**src/rtl/game_timer.sv**
```systemverilog
// game_timer: game-time base for the game-state FSM.
// Provides a saturating minute count, a one-cycle minute strobe and a
// quiz-deadline comparator. Time only advances in RUN while `run` is high.
// Optional build macro GAME_TIMER_BCD_EN adds a three-digit BCD copy of
// `minutes` (minutes_bcd), registered one cycle behind `minutes`.
module game_timer #(
    parameter int TICKS_PER_MIN = 50000000,
    parameter int MAX_MIN       = 255,
    parameter int PRE_W         = 26
) (
    input  logic       Clk,
    input  logic       Reset,
    input  logic       Start,
    input  logic       run,
    input  logic       clear,
    input  logic       arm,
    input  logic [3:0] arm_len,
    input  logic       disarm,
    output logic [7:0] minutes,
    output logic       min_tick,
    output logic       deadline_hit,
    output logic       running,
    output logic [1:0] state_dbg
`ifdef GAME_TIMER_BCD_EN
    ,
    output logic [11:0] minutes_bcd
`endif
);

    typedef enum logic [1:0] {
        ST_STOPPED = 2'd0,
        ST_RUN     = 2'd1,
        ST_SAT     = 2'd2
    } state_t;

    localparam logic [PRE_W-1:0] PRE_LAST = PRE_W'(TICKS_PER_MIN - 1);
    localparam logic [7:0]       MAX_M    = 8'(MAX_MIN);

    state_t           state_q, state_d;
    logic [PRE_W-1:0] pre_q, pre_d;
    logic [7:0]       min_d;
    logic             inc;
    logic             inc_pend;
    logic             armed;
    logic [7:0]       target;
    logic [8:0]       tgt_sum;
    logic [7:0]       tgt_new;

    assign state_dbg = state_q;

    // State register plus prescaler and minute count.
    always_ff @(posedge Clk or negedge Reset) begin
        if (!Reset) begin
            state_q <= ST_STOPPED;
            pre_q   <= '0;
            minutes <= '0;
        end else begin
            state_q <= state_d;
            pre_q   <= pre_d;
            minutes <= min_d;
        end
    end

    // Next state, prescaler and minute arithmetic; clear beats everything.
    always_comb begin
        state_d = state_q;
        pre_d   = pre_q;
        min_d   = minutes;
        inc     = 1'b0;
        running = (state_q == ST_RUN);
        if (clear) begin
            state_d = ST_STOPPED;
            pre_d   = '0;
            min_d   = '0;
        end else begin
            case (state_q)
                ST_STOPPED: begin
                    pre_d = '0;
                    min_d = '0;
                    if (Start) state_d = ST_RUN;
                end
                ST_RUN: begin
                    if (run) begin
                        if (pre_q == PRE_LAST) begin
                            pre_d = '0;
                            inc   = 1'b1;
                            if (({1'b0, minutes} + 9'd1) >= {1'b0, MAX_M}) begin
                                min_d   = MAX_M;
                                state_d = ST_SAT;
                            end else begin
                                min_d = minutes + 8'd1;
                            end
                        end else begin
                            pre_d = pre_q + 1'b1;
                        end
                    end
                end
                ST_SAT: begin
                    state_d = ST_SAT;
                end
                default: begin
                    state_d = ST_STOPPED;
                end
            endcase
        end
    end

    // Minute strobe: shows up one cycle after the minutes register changes.
    always_ff @(posedge Clk or negedge Reset) begin
        if (!Reset) begin
            inc_pend <= 1'b0;
            min_tick <= 1'b0;
        end else if (clear) begin
            inc_pend <= 1'b0;
            min_tick <= 1'b0;
        end else begin
            inc_pend <= inc;
            min_tick <= inc_pend;
        end
    end

    // Deadline target is built from the pre-increment minutes, then saturated.
    assign tgt_sum = {1'b0, minutes} + {5'd0, arm_len};
    assign tgt_new = (tgt_sum > {1'b0, MAX_M}) ? MAX_M : tgt_sum[7:0];

    // Deadline arming and registered comparison; arm beats disarm.
    always_ff @(posedge Clk or negedge Reset) begin
        if (!Reset) begin
            armed        <= 1'b0;
            target       <= '0;
            deadline_hit <= 1'b0;
        end else if (clear) begin
            armed        <= 1'b0;
            target       <= '0;
            deadline_hit <= 1'b0;
        end else begin
            if (arm) begin
                armed  <= 1'b1;
                target <= tgt_new;
            end else if (disarm) begin
                armed <= 1'b0;
            end
            deadline_hit <= armed & (minutes >= target);
        end
    end

`ifdef GAME_TIMER_BCD_EN
    localparam logic [11:0] MAX_BCD = {4'((MAX_MIN / 100) % 10),
                                       4'((MAX_MIN / 10) % 10),
                                       4'(MAX_MIN % 10)};
    logic [11:0] bcd_d;

    // Decimal increment with carries across ones, tens and hundreds.
    always_comb begin
        bcd_d = minutes_bcd;
        if (minutes_bcd[3:0] == 4'd9) begin
            bcd_d[3:0] = 4'd0;
            if (minutes_bcd[7:4] == 4'd9) begin
                bcd_d[7:4]  = 4'd0;
                bcd_d[11:8] = minutes_bcd[11:8] + 4'd1;
            end else begin
                bcd_d[7:4] = minutes_bcd[7:4] + 4'd1;
            end
        end else begin
            bcd_d[3:0] = minutes_bcd[3:0] + 4'd1;
        end
    end

    // BCD counter follows each minute increment one cycle later.
    always_ff @(posedge Clk or negedge Reset) begin
        if (!Reset) begin
            minutes_bcd <= '0;
        end else if (clear) begin
            minutes_bcd <= '0;
        end else if (inc_pend && (minutes_bcd != MAX_BCD)) begin
            minutes_bcd <= bcd_d;
        end
    end
`endif

endmodule
```
**config.mk**
```make
export PLATFORM = sky130hd
export DESIGN_NAME = game_timer
export DESIGN_NICKNAME = d
export VERILOG_FILES = /design/src/rtl/game_timer.sv
export SDC_FILE = /design/constraint.sdc
export NUM_CORES = 1
export LEC_CHECK = 0
export ABC_AREA = 1
export CAP_MARGIN = 20
export CORE_ASPECT_RATIO = 0.9
export CORE_MARGIN = 10
export CORE_UTILIZATION = 53
export CTS_CLUSTER_SIZE = 16
export DETAILED_ROUTE_END_ITERATION = 8
export GPL_TIMING_DRIVEN = 0
export PLACE_DENSITY = 0.87
export SYNTH_ARGS = -nofsm -noshare
export SYNTH_HDL_FRONTEND = slang
export SYNTH_SLANG_ARGS = --single-unit
```
**constraint.sdc**
```tcl
create_clock -name Clk -period 1.86 [get_ports Clk]
set_clock_uncertainty 0.05 [all_clocks]
set_input_delay 0.372 -clock Clk [delete_from_list [all_inputs] [get_ports Clk]]
set_output_delay 0.372 -clock Clk [all_outputs]
set_load 0.05 [all_outputs]
```
==> run summary <==
Outcome -> finished with violations
Failing checks -> setup timing
Clk Latency, worst-skew pair -> 310 ps
Slowest CP cell -> dfrtp_4
Number of global-route vias before repair -> 2801
Initial antenna violation count -> 0
Pint -> 2.23 mW
Row count -> 26
Syn Area/Cell -> 7.57 µm²
GRT Overall Usage -> 0.170
#FFs+latches synth -> 48
Via/cell ratio -> 5.77
Max stage delay on crit path -> 550 ps
Top-Level Pins -> 24
Core area -> 5760 µm²
GPL Wtd Cong -> 0.881
Non-filler instance count after layout -> 548
Mapped Cells -> 423
ANT nets after route -> 0
Post-route cell area -> 4110 µm²
Most frequent cells in the layout -> 87 x nand2_1, 52 x inv_1, 38 x dfrtp_1
Routed WL -> 8.93 mm
DR pass1 iterations -> 5
Ant. Diodes -> 0
Net Switching -> 1.25 mW
CTS sink count -> 48
1st-iter DRT viols -> 303
Switch share -> 0.359
Post-DP HPWL -> 5.75 mm
Post-synth EDFFs -> 0
Fill cells -> 400
Final net count -> 507
Mapped Nets -> 453
Final hold viol count -> 0
Met2 routed WL -> 4.25 mm
Worst Path Max Fanout -> 7
Routed vias -> 3160
Max Freq -> 530 MHz
Flop-to-flop setup slack -> -30 ps
Period utilisation layout -> 1.01
Clock Tree Root -> clkbuf_8
Reg power frac -> 0.337
Critical path type -> flop to flop
Power Dens Cells -> 846 nW/µm²
Combinational Power Share -> 0.362
Peak VDD IR -> 0.800 mV
Crit path launch type -> flop
Worst path required time -> 2010 ps
Area of the mapped netlist -> 3200 µm²
Detailed-route DRC error count -> 0
Initial Util -> 0.556
CP delay by family, top -> simple AND/OR/NAND/NOR gates
Fin. max-slew vios -> 0
Synthesis-to-layout area growth -> 28.4%
Arrival time at the worst endpoint -> 2040 ps
H-tree depth -> 2
CTS clk-pin slew, worst paths -> 90 ps
CTS buffer count -> 5
Top_reg_cell synth -> dfrtp_1
Met3 routed WL -> 794 µm
Sequential share of the synthesized area -> 0.375
Die area -> 9560 µm²
Chip height -> 93.8 µm
Congestion Overflow GR -> 0
Metal-1 WL -> 3.61 mm
Chip width -> 102 µm
Setup violators final -> 6
First-pass GRT wire length -> 13.3 mm
Max-cap violation count -> 0
Leak -> 1.93 nW
Most common cell after layout, fill and taps aside -> nand2_1
Cell Area, Placed -> 3620 µm²
Most used cell, CP -> nand2_1
Fin crit period -> 1890 ps
Ys Warns -> 0
Pre-CTS WS -> -452 ps
Layout cells sized above 1 -> 0.264
Critical path, cell by cell -> inv_2 -> ha_1 -> nor2_1 -> nand2_1 -> nor2_2 -> nand3b_4 -> nand4_2 -> nand2_1 -> nand2_1 -> nand2_1
Rel. slew slack -> 0.665
RSZ-0062 raised after global routing -> yes
DP Cell Count -> 517
PnR worst setup slack -> -27.5 ps
Highest Signal Layer -> met4
Worst hold path class -> flop to flop
FFs w/ async S/R, synth -> 1.00
Max Root-Sink Buffers -> 2
CTS tree -> built
Port Buffers -> 23
Finished Core Util -> 0.714
Slew @ Worst Pin -> 504 ps
Worst path bufs/invs -> 1
Power share of the clock group -> 0.301
Largest net degree at the start of global routing -> 30
Crit. End Element -> flop
WL per Instance -> 16.3 µm
Synth cell types -> 39
==> power by group through the flow <==
stage | clock network, mW | logic, mW | registers (mW)
floorplan | 0 | 0.654 | 1.28
global route | 1.10 | 1.37 | 1.18
CTS | 1.06 | 1.05 | 1.18
detailed placement | 0 | 1.05 | 1.20
finish | 1.05 | 1.26 | 1.17
global placement | 0 | 1.03 | 1.19
==> worst reg2reg max path, cell delays in order (launching register included) <==
cell,delay [ps]
dfrtp_4,550
inv_2,150
ha_1,270
nor2_1,110
nand2_1,80
nor2_2,160
nand3b_4,120
nand4_2,110
nand2_1,80
nand2_1,60
nand2_1,50
==> area by class of cell <==
type	count	area [µm²]	area share
Tap cell	70	87.6	0.0213
Clock inverter	3	90.1	0.0219
Timing Repair Buffer	47	400	0.0974
Sequential cell	48	1220	0.296
Clock buffer	5	68.8	0.0167
Multi-Input combinational cell	303	1920	0.467
Inverter	67	269	0.0654
Buffer	5	60.1	0.0146
==> repair_timing <==
item,in CTS,in global routing
endpoints found under the hold margin,19,0
pin swaps,2,20
gates resized for setup,23,48
hold buffers,1,0
endpoints found under the setup margin,41,36
setup buffers,3,19
==> path summary, 6_finish.rpt <==
path | start | endpoint | depth (start not counted)
worst max-delay path | minutes[0] | state_dbg[0] | 10
worst min-delay path | inc_pend | min_tick | 2
worst max register to register | minutes[0] | state_dbg[0] | 10
worst min register to register | inc_pend | min_tick | 2
max in group asynchronous | Reset | pre_q[20] | 3
min in group asynchronous | Reset | target[2] | 2
==> kinds of logic after synthesis <==
logic type,count (synthesis),synth area share
simple gates,215,0.322
fa+ha+maj,19,0.0766
buf+inv,72,0.0938
flops,48,0.375
compound gates,56,0.0973
xor+xnor,13,0.0355
==> metal layers <==
metal | track usage | up-vias
met4 | 0.0540 | 0
met2 | 0.267 | 173
li1 | - | 1479
met1 | 0.228 | 1477
met5 | 0 | -
met3 | 0.0361 | 31
==> cell usage after synthesis (2+ instances only) <==
cell type | count | area share
nand4_1 | 10 | 0.020
buf_6 | 3 | 0.011
nor3_4 | 2 | 0.010
nor3_1 | 13 | 0.020
dfrtp_1 | 48 | 0.37
nor2_1 | 43 | 0.050
o21ai_1 | 9 | 0.014
nand3_1 | 29 | 0.045
nor2_2 | 5 | 0.0098
nand2_1 | 92 | 0.11
nor2_4 | 3 | 0.011
o22ai_1 | 5 | 0.0098
nand3_2 | 3 | 0.0094
a21oi_1 | 18 | 0.028
nand2_2 | 8 | 0.016
clkinv_1 | 2 | 0.0023
buf_2 | 2 | 0.0031
inv_1 | 57 | 0.067
ha_1 | 18 | 0.070
xor2_1 | 12 | 0.033
inv_2 | 7 | 0.0082
o21ai_0 | 17 | 0.027
==> per-stage QoR <==
stage | hold slack, ps | power [mW] | TNS (ps)
after floorplan | 26.4 | 1.94 | -632
after global placement | 402 | 2.22 | -64420
after detailed placement | 307 | 2.25 | -13430
after CTS | 421 | 3.29 | 0
after global routing | 488 | 3.65 | -1370
final | 449 | 3.48 | -101
==> flip-flops by register name, indices dropped and copies added (netlist names) <==
register,flops
armed,1
deadline_hit,1
inc_pend,1
min_tick,1
minutes,8
pre_q,26
state_dbg,2
target,8
Note: power is estimated with default switching activity, not from simulation.
